$ cat config.mk
export PLATFORM = sky130hd
export DESIGN_NAME = axi_store_unit
export DESIGN_NICKNAME = d
export VERILOG_FILES = /design/src/rtl/axi_store_pkg.sv /design/src/rtl/store_lane_gen.sv /design/src/rtl/axi_store_unit.sv
export SDC_FILE = /design/constraint.sdc
export NUM_CORES = 1
export LEC_CHECK = 0
export ABC_AREA = 1
export BUFFER_PORTS_ARGS = -buffer_cell sky130_fd_sc_hd__clkbuf_2
export CORE_ASPECT_RATIO = 1.2
export CORE_MARGIN = 1
export CORE_UTILIZATION = 45
export DETAILED_ROUTE_END_ITERATION = 10
export HOLD_SLACK_MARGIN = 0.02
export PLACE_DENSITY = 0.76
export RECOVER_POWER = 25
export SYNTH_ARGS = -nofsm -noshare
export SYNTH_HDL_FRONTEND = slang
export SYNTH_SLANG_ARGS = --single-unit
$ cat constraint.sdc
create_clock -name clk -period 5.4 [get_ports clk]
set_clock_uncertainty 0.1 [all_clocks]
set_input_delay 0.27 -clock clk [delete_from_list [all_inputs] [get_ports clk]]
set_output_delay 0.27 -clock clk [all_outputs]
set_load 0.02 [all_outputs]
$ cat src/rtl/axi_store_pkg.sv
// axi_store_pkg: shared constants, store encodings and the size-to-byte-mask helper
// for the AXI store unit.
`default_nettype none

package axi_store_pkg;

   // FSM state encodings
   localparam logic [1:0] ST_IDLE = 2'd0;
   localparam logic [1:0] ST_SEND = 2'd1;
   localparam logic [1:0] ST_RESP = 2'd2;
   localparam logic [1:0] ST_DONE = 2'd3;

   typedef enum logic [2:0] {
      F3_SB = 3'b000,
      F3_SH = 3'b001,
      F3_SW = 3'b010,
      F3_SD = 3'b011
   } store_funct3_e;

   localparam logic [1:0] AXI_BURST_INCR = 2'b01;
   localparam logic [1:0] AXI_RESP_OKAY  = 2'b00;

   function automatic logic [7:0] size_mask(input logic [1:0] size);
      logic [7:0] mask;
      case (size)
         2'd0:    mask = 8'h01;
         2'd1:    mask = 8'h03;
         2'd2:    mask = 8'h0F;
         default: mask = 8'hFF;
      endcase
      return mask;
   endfunction

endpackage

`default_nettype wire

$ cat src/rtl/store_lane_gen.sv
// store_lane_gen: places LSB-aligned store data onto the byte lanes selected by the
// low address bits, and produces the matching strobe and a misalignment flag.
`default_nettype none

module store_lane_gen
   import axi_store_pkg::*;
#(
   parameter int DATA_WIDTH = 64,
   parameter int STRB_WIDTH = DATA_WIDTH / 8
) (
   input  logic [2:0]            funct3,
   input  logic [2:0]            offset,
   input  logic [DATA_WIDTH-1:0] data,
   output logic [DATA_WIDTH-1:0] wdata,
   output logic [STRB_WIDTH-1:0] wstrb,
   output logic                  misaligned
);

   logic [STRB_WIDTH+7:0] strb_wide;

   always_comb begin
      strb_wide = {{STRB_WIDTH{1'b0}}, size_mask(funct3[1:0])} << offset;
      wstrb     = strb_wide[STRB_WIDTH-1:0];
      wdata     = data << {offset, 3'b000};
   end

   always_comb begin
      misaligned = 1'b0;
      case (funct3[1:0])
         2'd1:    misaligned = offset[0];
         2'd2:    misaligned = |offset[1:0];
         2'd3:    misaligned = |offset;
         default: misaligned = 1'b0;
      endcase
   end

endmodule

`default_nettype wire

$ cat src/rtl/axi_store_unit.sv
// axi_store_unit: issues one single-beat AXI4 write per store request (SB/SH/SW/SD)
// and reports completion with an error flag.
`default_nettype none

module axi_store_unit
   import axi_store_pkg::*;
#(
   parameter int                  ID_WIDTH   = 13,
   parameter int                  ADDR_WIDTH = 64,
   parameter int                  DATA_WIDTH = 64,
   parameter int                  STRB_WIDTH = DATA_WIDTH / 8,
   parameter logic [ID_WIDTH-1:0] STORE_ID   = 13'h0001
) (
   input  logic                  clk,
   input  logic                  reset,

   input  logic                  st_valid,
   output logic                  st_ready,
   input  logic [ADDR_WIDTH-1:0] st_addr,
   input  logic [DATA_WIDTH-1:0] st_data,
   input  logic [2:0]            st_funct3,
   output logic                  st_done,
   output logic                  st_err,

   output logic [ID_WIDTH-1:0]   m_axi_awid,
   output logic [ADDR_WIDTH-1:0] m_axi_awaddr,
   output logic [7:0]            m_axi_awlen,
   output logic [2:0]            m_axi_awsize,
   output logic [1:0]            m_axi_awburst,
   output logic                  m_axi_awlock,
   output logic [3:0]            m_axi_awcache,
   output logic [2:0]            m_axi_awprot,
   output logic                  m_axi_awvalid,
   input  logic                  m_axi_awready,

   output logic [DATA_WIDTH-1:0] m_axi_wdata,
   output logic [STRB_WIDTH-1:0] m_axi_wstrb,
   output logic                  m_axi_wlast,
   output logic                  m_axi_wvalid,
   input  logic                  m_axi_wready,

   input  logic [ID_WIDTH-1:0]   m_axi_bid,
   input  logic [1:0]            m_axi_bresp,
   input  logic                  m_axi_bvalid,
   output logic                  m_axi_bready
);

   logic [1:0]            state;
   logic [ADDR_WIDTH-1:0] awaddr_q;
   logic [DATA_WIDTH-1:0] wdata_q;
   logic [STRB_WIDTH-1:0] wstrb_q;
   logic [1:0]            size_q;
   logic                  awvalid_q;
   logic                  wvalid_q;
   logic                  err_q;

   logic [DATA_WIDTH-1:0] lane_wdata;
   logic [STRB_WIDTH-1:0] lane_wstrb;
   logic                  lane_misaligned;
   logic                  reject;
   logic                  aw_clear;
   logic                  w_clear;

   store_lane_gen #(
      .DATA_WIDTH (DATA_WIDTH),
      .STRB_WIDTH (STRB_WIDTH)
   ) u_lane_gen (
      .funct3     (st_funct3),
      .offset     (st_addr[2:0]),
      .data       (st_data),
      .wdata      (lane_wdata),
      .wstrb      (lane_wstrb),
      .misaligned (lane_misaligned)
   );

   assign reject   = st_funct3[2] | lane_misaligned;
   // A channel is finished once its valid is low or is being accepted this cycle.
   assign aw_clear = !awvalid_q || m_axi_awready;
   assign w_clear  = !wvalid_q  || m_axi_wready;

   always_ff @(posedge clk or posedge reset) begin
      if (reset) begin
         state     <= ST_IDLE;
         awaddr_q  <= '0;
         wdata_q   <= '0;
         wstrb_q   <= '0;
         size_q    <= 2'd0;
         awvalid_q <= 1'b0;
         wvalid_q  <= 1'b0;
         err_q     <= 1'b0;
      end else begin
         case (state)
            ST_IDLE: begin
               if (st_valid) begin
                  awaddr_q <= st_addr;
                  wdata_q  <= lane_wdata;
                  wstrb_q  <= lane_wstrb;
                  size_q   <= st_funct3[1:0];
                  if (reject) begin
                     err_q <= 1'b1;
                     state <= ST_DONE;
                  end else begin
                     err_q     <= 1'b0;
                     awvalid_q <= 1'b1;
                     wvalid_q  <= 1'b1;
                     state     <= ST_SEND;
                  end
               end
            end
            ST_SEND: begin
               if (awvalid_q && m_axi_awready) awvalid_q <= 1'b0;
               if (wvalid_q && m_axi_wready)   wvalid_q  <= 1'b0;
               if (aw_clear && w_clear)        state     <= ST_RESP;
            end
            ST_RESP: begin
               if (m_axi_bvalid) begin
                  err_q <= (m_axi_bresp != AXI_RESP_OKAY) || (m_axi_bid != STORE_ID);
                  state <= ST_DONE;
               end
            end
            default: begin
               state <= ST_IDLE;
            end
         endcase
      end
   end

   assign st_ready      = (state == ST_IDLE);
   assign st_done       = (state == ST_DONE);
   assign st_err        = st_done && err_q;

   assign m_axi_awid    = STORE_ID;
   assign m_axi_awaddr  = awaddr_q;
   assign m_axi_awlen   = 8'd0;
   assign m_axi_awsize  = {1'b0, size_q};
   assign m_axi_awburst = AXI_BURST_INCR;
   assign m_axi_awlock  = 1'b0;
   assign m_axi_awcache = 4'b0011;
   assign m_axi_awprot  = 3'b000;
   assign m_axi_awvalid = awvalid_q;

   assign m_axi_wdata   = wdata_q;
   assign m_axi_wstrb   = wstrb_q;
   assign m_axi_wlast   = wvalid_q;
   assign m_axi_wvalid  = wvalid_q;

   assign m_axi_bready  = (state == ST_RESP);

endmodule

`default_nettype wire

Word-level counts from Yosys, hierarchy flattened:

Index checks and enable logic that the tools add are counted.

* output and inout port bits: 177
* register bits after elaboration: 143
* word-level logic and storage cells: 62
* input port bits: 152

* shift-type cells: 2
* reduce and logical (&&, ||, !) cells: 21
* equal/unequal tests: 13
* multiplexer cells: 17
* bitwise gates (word level): 1

Operators by type and width (count)
* 64-bit by 6-bit left shift with 64-bit output: 1
* 8-bit case mux with 3 select lines: 1
* 13-bit by 1-bit != test with 1-bit output, second input constant: 1
* 2-bit != test, second input constant: 6
* 2-bit == test, second input constant: 4
* 2-bit two-way mux: 4
* 4-bit AND reduction: 2
* 8-bit by 3-bit left shift with 8-bit output: 1
* 1-bit two-way mux: 7
* 1-bit case mux with 2 select lines: 3
* 2-bit case mux with 3 select lines: 1
* 3-bit AND reduction: 2
* 2-bit nonzero test: 3
* 2-bit by 1-bit == test with 1-bit output, second input constant: 2
* 1-bit logical AND: 4
* 2-bit logical NOT: 2
* 1-bit logical OR: 3
* 1-bit case mux with 3 select lines: 1
* 3-bit OR reduction: 1
* 1-bit logical NOT: 2
* 2-bit AND reduction: 1
* 2-bit OR reduction: 1
* 1-bit bitwise OR: 1

Logic depth before layout (Yosys ltp):

Gate-level depths: netlist of run 1.

* depth after elaboration: 6
* gate-level depth with buffers: 10
* gate-level depth less buffers: 9

Cells and area by module:

A second synthesis of run 1 with hierarchy kept.

* cells, all modules: 1167
* area total of the unflattened synthesis: 8008.9 um2

Modules (own cells, without submodules)
* axi_store_unit: instances 1, seq. area each 3578.4 um2, cells each 688, area an instance 5873.1 um2
* store_lane_gen: instances 1, seq. area each 0.0 um2, cells each 479, area an instance 2135.8 um2

Worst setup path after synthesis of run 1:

Ideal clock, no wire load.

* path kind: flip-flop to flip-flop
* start: reg state[0]
* end: reg wdata_q[58], in the netlist m_axi_wdata[58]
* data required time: 5.232 ns
* setup slack: 3.632 ns
* clock period less this slack: 1.768 ns
* library setup time: 0.068 ns
* stages on the path, launching flop included: 9
* path buffers: 2
* arrival: 1.599 ns
* cell sequence: dfrtp_1 -> inv_1 -> ha_1 -> nand2_2 -> nor2_2 -> buf_4 -> buf_6 -> nand2_1 -> nand3_1

* longest elaborated chain between the ends: 2

Ends and longest elaborated chain
* start: declaration: RTL line axi_store_unit.sv:48 `logic [1:0] state;`
* start signal: assignment: RTL line axi_store_unit.sv:83 `state <= ST_IDLE;`
* start signal: assignment: RTL line axi_store_unit.sv:101 `state <= ST_DONE;`
* start signal: assignment: RTL line axi_store_unit.sv:106 `state <= ST_SEND;`
* 2-bit logical NOT
* via st_ready: RTL line axi_store_unit.sv:18 `output logic st_ready,`
* 2-bit AND reduction (no line)
* end signal: assignment: RTL line axi_store_unit.sv:96 `wdata_q <= lane_wdata;`
* end: declaration: RTL line axi_store_unit.sv:50 `logic [DATA_WIDTH-1:0] wdata_q;`

The timed path passes the listed nets, and every way through them passes these cells.
A chain may end at the register's enable or synchronous reset.

Worst setup path after layout of run 1:

* start: reg state[0]
* end: reg awaddr_q[43], in the netlist m_axi_awaddr[43]

* longest elaborated chain between the ends: 2

Ends and longest elaborated chain
* 2-bit logical NOT: RTL line axi_store_unit.sv:92 `case (state)`
* 2-bit AND reduction (no line)
* end signal: assignment: RTL line axi_store_unit.sv:95 `awaddr_q <= st_addr;`
* end: declaration: RTL line axi_store_unit.sv:49 `logic [ADDR_WIDTH-1:0] awaddr_q;`

No other way between the ends.

==> reports/qor.csv, run 1 <==
metric,value,unit
status,finished clean,
worstPathCellList,inv_1 > ha_1 > nand2_4 > inv_2 > nand2_1 > nand2_1,
grt_pass1_wl,38.2,mm
max_stage_delay,1.07,ns
drt_iter0_markers,565,
grt_use_total,30.1,%
worst-path-max-fanout,93,
reg2reg_setup_slack,2.36,ns
ir_drop,0.000279,V
drv_slew,0,
seqCellArea,3580,um2
start_util,46.3,%
final_antenna_net_count,0,
ys_types,33,
r2r_start,state[0],
finalWirelength,24.6,mm
die_height,141,um
clockRootBuffer,clkbuf_16,
min_from,m_axi_awready,
gr-usage-met1,31.5,%
nNetsFinal,1429,
synthCells,942,
r2r_cells,6,
ioPinCount,329,
postSynth.asyncResetShare,100,%
final_common_cell,nand2_1,
viasPerCell,5.05,
yosys_warnings,0,
syn_avg_cell_area,7.69,um2
wl_per_cell,16.5,um
tns,0,ns
cts_resized,0,
min_path_cells,4,
die_w,118,um
clockBufferDepth,2,
hold_buffers,64,
fin_crit_sh,56.3,%
grt_util_met2,53.2,%
leakage,0.00515,uW
critPathLaunchType,register,
fin_crit,3.04,ns
hold_path_end,m_axi_awvalid,
power.density,528,nW/um2
clk_pin_slew,0.06,ns
setup_violations,0,
hold_viol,0,
max_cap_viol_count,0,
final_cells,1494,
syn-cell-area,7240,um2
worstPathRequired,5.65,ns
cts_setup_buffers,0,
remaining_drc_errors,0,
rsz0062_at_grt,no,
path_class,register to register,
cts_buffers,17,
relSlewSlack,25.7,%
reg2reg_to,m_axi_awaddr[43],
grtUsageMet3,8.41,%
h-tree-depth,4,
grt-ovfl-total,0,
cts.sinks,143,
cts_tree,done,
dp_hpwl,17.1,mm
max_freq,329,MHz
core.rowCount,50,
core-area,15600,um2
dp.cells,1397,
syn2layout_area_growth,33.9,%
first_global_vias,7342,
busiest_layer,met2,
route.vias.total,7541,
die_area,16600,um2
hold_path.class,primary input to register,
grt_max_degree,103,
portBuffers,296,
drive_above_1_share,19.2,%
max_slew.worst_pin.slew,1.11,ns
cpMostUsedCell,nand2_1,
clk_latency,0.41,ns
most-common-layout-cells,"nand2_1, clkbuf_2, dfrtp_1, clkbuf_1, dlygate4sd3_1",
end_kind,register,
synth_edf_count,0,
synth_ff_type,dfrtp_1,
firstDrtPassIters,5,
fillers,1464,
multi_input_area,3100,um2
slowest_stage,inv_2,
yosysSeqAreaShare,49.4,%
crit_arrival,3.29,ns
antenna_found_initial,3,
gp_congestion,0.859,
synth_seq_cells,143,
metal layers:
layer / part of all wire [%] / vias to the layer above
met5: 0 / -
met4: 5.7 / 0
met2: 50 / 374
met3: 8.2 / 81
li1: - / 3589
met1: 36 / 3497
sequential cells by signal (all words and copies together) (netlist names):
signal	flops
m_axi_wstrb	8
m_axi_awaddr	64
m_axi_wdata	64
m_axi_awvalid	1
m_axi_wlast	1
state	2
size_q	2
err_q	1
final cells by class:
| cell class | count | area share (%) |
|---|---|---|
| tap | 208 | 2.68 |
| antenna | 2 | 0.0516 |
| multi-input combinational | 704 | 32.0 |
| clock buffer | 19 | 4.67 |
| sequential | 143 | 36.9 |
| clock inverter | 12 | 1.14 |
| timing repair buffer | 366 | 21.0 |
| inverter | 40 | 1.60 |
per-stage QoR:
step / cell area (um2) / utilization (%) / setup WS [ns] / hold slack [ns] / power [uW]
2_1_floorplan: 7360 / - / 1.19 / 0.280 / 3260
3_3_place_gp: 8620 / 55.1 / 2.48 / 0.362 / 4000
3_5_place_dp: 8620 / 55.1 / 2.39 / 0.365 / 4050
4_1_cts: 9830 / 62.8 / 2.38 / 0.0301 / 5220
5_1_grt: 9700 / 62.0 / 2.08 / 0.0636 / 5440
6_report: 9700 / 62.0 / 2.36 / 0.0427 / 5120
cells by family after synthesis:
group / after synthesis / share of synthesized area [%]
adder cells (fa/ha/maj): 5 / 0.864
multiplexers: 6 / 0.829
flip-flops: 143 / 49.4
other: 2 / 0.104
buffers and inverters: 125 / 9.43
AO/OA/AOI/OAI: 116 / 9.09
AND/OR/NAND/NOR: 545 / 30.3
how the worst max path moves through the flow:
stage                         from          endpoint  slack [ns]  cells after the start
after floorplan              reset             err_q        1.19                      1
after global placement    state[0]   m_axi_wdata[32]        2.48                      5
after detailed placement  state[0]   m_axi_wdata[32]        2.39                      6
after CTS                 state[0]   m_axi_wdata[32]        2.38                      6
after global routing      state[0]  m_axi_awaddr[24]        2.08                      6
final                     state[0]  m_axi_awaddr[43]        2.36                      6
critical path: cells and delay by family, from the launching register on:
| family | cells | cell delay (ns) |
|---|---|---|
| fa+ha+maj | 1 | 0.29 |
| simple gates | 3 | 0.88 |
| flops | 1 | 0.42 |
| buf+inv | 2 | 1.17 |
cell usage after synthesis, types with 2 or more instances:
cell type	n	share of area, %
conb_1	2	0.10
or2_0	2	0.17
nand2_1	446	23
a31oi_1	2	0.17
ha_1	5	0.86
nand3_1	57	3.9
or2_1	5	0.43
o21ai_1	30	2.1
a21oi_1	11	0.76
buf_4	40	4.1
inv_1	36	1.9
inv_2	4	0.21
o211ai_1	14	1.5
o22ai_1	9	0.78
and2_0	2	0.17
buf_2	20	1.4
mux2i_1	6	0.83
nor2_1	14	0.73
nand2_2	4	0.35
nor2_2	2	0.17
buf_6	5	0.78
dfrtp_1	143	49
clkbuf_1	19	0.98
nand4_1	2	0.17
or2_2	9	0.78
a22oi_1	8	0.83
o21ai_0	39	2.7
power by group:
part / switching [uW] / total [uW] / leakage, uW / internal, uW
combinational: 1540 / 2170 / 0.00306 / 631
sequential: 277 / 1830 / 0.00182 / 1550
clock: 463 / 1120 / 0.000280 / 658
Power figures use the tool's default switching activity.
==> inputs of run 2 (changes only) <==
--- a/config.mk
+++ b/config.mk
@@ -9,7 +9,7 @@
 export BUFFER_PORTS_ARGS = -buffer_cell sky130_fd_sc_hd__clkbuf_2
 export CORE_ASPECT_RATIO = 1.2
 export CORE_MARGIN = 1
-export CORE_UTILIZATION = 45
+export CORE_UTILIZATION = 43
 export DETAILED_ROUTE_END_ITERATION = 10
 export HOLD_SLACK_MARGIN = 0.02
 export PLACE_DENSITY = 0.76
==> constraint.sdc (replaced) <==
create_clock -name clk -period 2.69 [get_ports clk]
set_clock_uncertainty 0.1 [all_clocks]
set_input_delay 0.1345 -clock clk [delete_from_list [all_inputs] [get_ports clk]]
set_output_delay 0.1345 -clock clk [all_outputs]
set_load 0.02 [all_outputs]
==> reports/qor.csv, run 2 (synthesis results as in run 1) <==
metric,value,unit,change
top_layer_used,met4,,
ir_drop,0.000523,V,+88%
critPathLaunchType,register,,
grt-ovfl-total,0,,unchanged
fin_crit_sh,87.7,%,+31 points
power_frac_comb,43.5,%,+1.0 points
path_class,register to register,,
grt_max_degree,144,,+40%
drt_iter0_markers,495,,-12%
gp_congestion,0.903,,+5.2%
clockBufferDepth,2,,unchanged
tns,0,ns,unchanged
die_height,144,um,+2.3%
drv_slew,144,,+144
antennaDiodeCount,0,,-2
worst-path-max-fanout,44,,-53%
max_cap_viol_count,1,,+1
antenna_found_initial,0,,-3
cts_tree,done,,
core-area,16300,um2,+4.4%
final_cells,1540,,+3.1%
rsz0062_at_grt,no,,
violations,"capacitance limit, slew limit",,
max_freq,424,MHz,+29%
seq_power_share,35.5,%,-0.2 points
leakage,0.00534,uW,+3.6%
clockRootBuffer,clkbuf_16,,
end_kind,register,,
reg2reg_setup_slack,0.33,ns,-2.03 ns
cts.sinks,143,,unchanged
cts_resized,0,,unchanged
dp.cells,1410,,+0.93%
clk_pin_slew,0.07,ns,about the same
route.vias.total,7657,,+1.5%
remaining_drc_errors,0,,unchanged
setup_violations,0,,unchanged
portBuffers,296,,unchanged
clk_latency,0.42,ns,about the same
relSlewSlack,-20.7,%,-46 points
firstDrtPassIters,5,,unchanged
nNetsFinal,1472,,+3.0%
p_clk_share,21.0,%,-0.9 points
p_sw,4670,uW,+100%
cpMostUsedCell,nand3_1,,
die_area,17400,um2,+4.6%
switching_share,45.2,%,+0.64 points
viasPerCell,4.97,,-1.5%
worstPathRequired,2.96,ns,-2.69 ns
final_common_cell,nand2_1,,
power.density,1020,nW/um2,+93%
syn2layout_area_growth,39.8,%,
wl_per_cell,16.4,um,-0.50%
hold_viol,0,,unchanged
fin_crit,2.36,ns,-0.680 ns
grt_pass1_wl,38.3,mm,+0.43%
dp_hpwl,17.9,mm,+4.9%
start_util,44.3,%,-2.0 points
cts_setup_buffers,0,,unchanged
worstPathCellList,inv_1 > ha_1 > nand2_4 > nor2_4 > buf_12 > nand3_1 > dlygate4sd3_1 > nand3_1,,
wl_met2,13.0,mm,+4.7%
ioPinCount,329,,unchanged
status,"complete, but fails checks",,
first_global_vias,7575,,+3.2%
h-tree-depth,4,,unchanged
wl_met3,2.17,mm,+7.5%
die_w,120,um,+2.3%
cts_buffers,17,,unchanged
utilization,62.0,%,about the same
max_stage_delay,0.57,ns,-0.50 ns
hold_path.class,primary input to register,,
drive_above_1_share,20.3,%,+1.0 points
max_slew.worst_pin.slew,1.81,ns,+0.696 ns
grt_use_total,29.2,%,-0.89 points
crit_arrival,2.63,ns,-0.66 ns
finalWirelength,25.2,mm,+2.6%
met1Wirelength,8.96,mm,+2.1%
final_antenna_net_count,0,,unchanged
p_int,5660,uW,+99%
most-common-layout-cells,"nand2_1, clkbuf_2, dfrtp_1, dlygate4sd3_1, clkbuf_1",,
core.rowCount,51,,+2.0%
slowest_stage,dlygate4sd3_1,,
-- run 2: layout make-up --
cell class	count	area, um2
Timing Repair Buffer	409	2480
Multi-Input combinational cell	704	3100
Inverter	40	154
Tap cell	212	265
Clock inverter	13	105
Fill cell	1512	6210
Sequential cell	143	3580
Clock buffer	19	433
-- run 2: layer usage --
layer	vias to the layer above	GRT usage, %
li1	3680	-
met1	3548	30.0
met2	359	53.2
met3	70	8.75
met4	0	15.5
met5	-	0
-- run 2: power groups by stage --
stage,clock [uW],combinational [uW],sequential [uW]
after floorplan,0,1770,4770
after global placement,0,4430,3670
after detailed placement,0,4530,3680
after CTS,2210,4650,3660
after global routing,2290,4910,3780
final,2170,4490,3670
-- run 2: through the flow --
step	power, uW	worst slack [ns]	hold slack [ns]	instance area [um2]
floorplan	6540	0.664	0.144	7360
global placement	8100	0.807	0.229	8730
detailed placement	8210	0.687	0.231	8730
CTS	10500	0.334	0.0205	10300
global route	11000	0.183	0.0570	10100
finish	10300	0.332	0.0116	10100
-- run 2: what timing repair did --
item / CTS / global route
hold buffers: 98 / 0
hold endpoints to repair: 245 / 0
endpoints found under the setup margin: 0 / 0
-- run 2: worst paths after layout --
path                                    endpoint             from  cells past startpoint
worst min-delay path             m_axi_wdata[55]      st_data[55]                      5
worst min register to register   m_axi_awaddr[4]  m_axi_awaddr[4]                      2
min in group asynchronous       m_axi_awaddr[15]            reset                      4
worst max register to register   m_axi_wdata[54]         state[0]                      8
worst max-delay path             m_axi_wdata[54]         state[0]                      8
max in group asynchronous        m_axi_wdata[23]            reset                      4
-- run 2: worst max-delay path: cells and delay by family, from the launching register on --
| kind | cells | cell delay (ns) |
|---|---|---|
| fa+ha+maj | 1 | 0.28 |
| flops | 1 | 0.42 |
| buf+inv | 3 | 0.94 |
| simple gates | 4 | 0.55 |
==> inputs of run 3 (changes only) <==
--- a/config.mk
+++ b/config.mk
@@ -6,7 +6,7 @@
 export NUM_CORES = 1
 export LEC_CHECK = 0
 export ABC_AREA = 1
-export BUFFER_PORTS_ARGS = -buffer_cell sky130_fd_sc_hd__clkbuf_2
+export BUFFER_PORTS_ARGS = -buffer_cell sky130_fd_sc_hd__buf_2
 export CORE_ASPECT_RATIO = 1.2
 export CORE_MARGIN = 1
 export CORE_UTILIZATION = 43
==> reports/qor.csv, run 3 (synthesis results as in run 1) <==
metric,value,unit,change
status,finished clean,,
timing.final.ws_setup,0.445,ns,+0.113 ns
wl_per_cell,16.7,um,+1.6%
cpMostUsedCell,nand3_1,,
grt-ovfl-total,0,,unchanged
slowest_stage,dlygate4sd3_1,,
path_class,register to register,,
hold_path.class,primary input to register,,
cts_tree,done,,
hold_buffers,91,,-7.1%
min_path_cells,5,,unchanged
route.vias.total,7642,,-0.20%
hold_viol,0,,unchanged
design_area,10200,um2,+0.37%
cts.sinks,143,,unchanged
clk_pin_slew,0.07,ns,about the same
cts_resized,0,,unchanged
core.rowCount,51,,unchanged
final_antenna_net_count,0,,unchanged
grtUsageMet3,8.24,%,-0.51 points
leakage,0.00531,uW,-0.61%
ir_drop,0.000553,V,+5.7%
worstPathCellList,inv_1 > ha_1 > nand2_4 > nor2_4 > buf_12 > nand3_1 > dlygate4sd3_1 > nand3_1,,
die_w,120,um,unchanged
preCtsSetupSlack,0.719,ns,+0.0323 ns
syn2layout_area_growth,40.3,%,
worstPathRequired,2.94,ns,-0.02 ns
first_global_vias,7441,,-1.8%
max_cap_viol_count,0,,-1
crit_family,buffers and inverters,,
ioPinCount,329,,unchanged
max_slew.worst_pin.slew,0.776,ns,-1.04 ns
dp_hpwl,17.9,mm,-0.16%
core-area,16300,um2,unchanged
setup_violations,0,,unchanged
dp.cells,1408,,-0.14%
fillers,1524,,+0.79%
utilization,62.2,%,+0.23 points
fin_crit,2.25,ns,-0.113 ns
place_area,8730,um2,about the same
seqCellArea,3580,um2,unchanged
reg2reg_to,m_axi_wdata[53],,
power.density,1060,nW/um2,+3.5%
r2r_start,state[0],,
die_height,144,um,unchanged
cts_buffers,17,,unchanged
relSlewSlack,48.3,%,+69 points
drive_above_1_share,19.1,%,-1.1 points
crit_buf_inv,3,,unchanged
worst-path-max-fanout,49,,+11%
final_cells,1535,,-0.32%
remaining_drc_errors,0,,unchanged
grt_util_met2,52.9,%,-0.33 points
start_util,44.3,%,unchanged
most-common-layout-cells,"nand2_1, buf_2, dfrtp_1, clkbuf_1, dlygate4sd3_1",,
min_from,st_data[63],,
gr-usage-met1,31.3,%,+1.3 points
crit_arrival,2.50,ns,-0.13 ns
end_kind,register,,
portBuffers,296,,unchanged
nNetsFinal,1463,,-0.61%
rsz0062_at_grt,no,,
finalWirelength,25.6,mm,+1.3%
clockBufferDepth,2,,unchanged
max_freq,445,MHz,+5.0%
hold_path_end,m_axi_wdata[63],,
clk_latency,0.41,ns,about the same
critPathLaunchType,register,,
clockRootBuffer,clkbuf_16,,
max_stage_delay,0.56,ns,about the same
h-tree-depth,4,,unchanged
tns,0,ns,unchanged
cts_setup_buffers,0,,unchanged
firstDrtPassIters,6,,+1
grt_pass1_wl,38.5,mm,+0.34%
viasPerCell,4.98,,+0.13%
fin_crit_sh,83.5,%,-4.2 points
busiest_layer,met2,,
grt_max_degree,144,,unchanged
gp_congestion,0.875,,-3.1%
drv_slew,0,,-100%
die_area,17400,um2,unchanged
grt_use_total,29.4,%,+0.16 points
final_common_cell,nand2_1,,
reg2reg_setup_slack,0.44,ns,+0.11 ns
r2r_cells,8,,unchanged
antenna_found_initial,8,,+8
multi_input_area,3100,um2,unchanged
drt_iter0_markers,476,,-3.8%
## run 3: how the worst max path moves through the flow
| stage | depth (start not counted) | slack [ns] | endpoint | from |
|---|---|---|---|---|
| finish | 8 | 0.44 | m_axi_wdata[53] | state[0] |
| global route | 8 | 0.31 | m_axi_wdata[53] | state[0] |
| CTS | 8 | 0.46 | m_axi_wdata[53] | state[0] |
| detailed placement | 6 | 0.72 | m_axi_wdata[38] | state[0] |
| global placement | 7 | 0.81 | m_axi_wstrb[3] | state[0] |
| floorplan | 1 | 0.66 | err_q | reset |
## run 3: power by group
group	total, uW	switching [uW]	internal [uW]
logic	4450	3120	1330
clock network	2600	942	1650
registers	3680	572	3110
## run 3: worst reg2reg max path: cells and delay by family, from the launching register on
| family | cells | cell delay (ns) |
|---|---|---|
| buffers and inverters | 3 | 0.89 |
| and+or+nand+nor | 4 | 0.49 |
| DFF | 1 | 0.43 |
| adders and majority gates | 1 | 0.29 |
## run 3: cell type report
type                    instances  share of cell area (%)
repair buffers                400                    23.7
diodes                          5                   0.123
inverters                      40                    1.51
clock inverters                12                    2.04
multi-input cells             704                    30.6
clock buffers                  19                    4.26
well taps                     212                    2.61
flip-flops and latches        143                    35.2
## run 3: metrics by stage
stage,total power (uW),hold slack [ns]
after floorplan,6540,0.144
after global placement,8110,0.228
after detailed placement,8220,0.234
after CTS,11000,0.0216
after global routing,11400,0.0350
final,10700,0.0343
## run 3: routing by layer
metal	wire length, um	up-vias
met2	13100	382
li1	-	3660
met1	9160	3536
met4	1050	2
met3	2230	62
met5	13	-
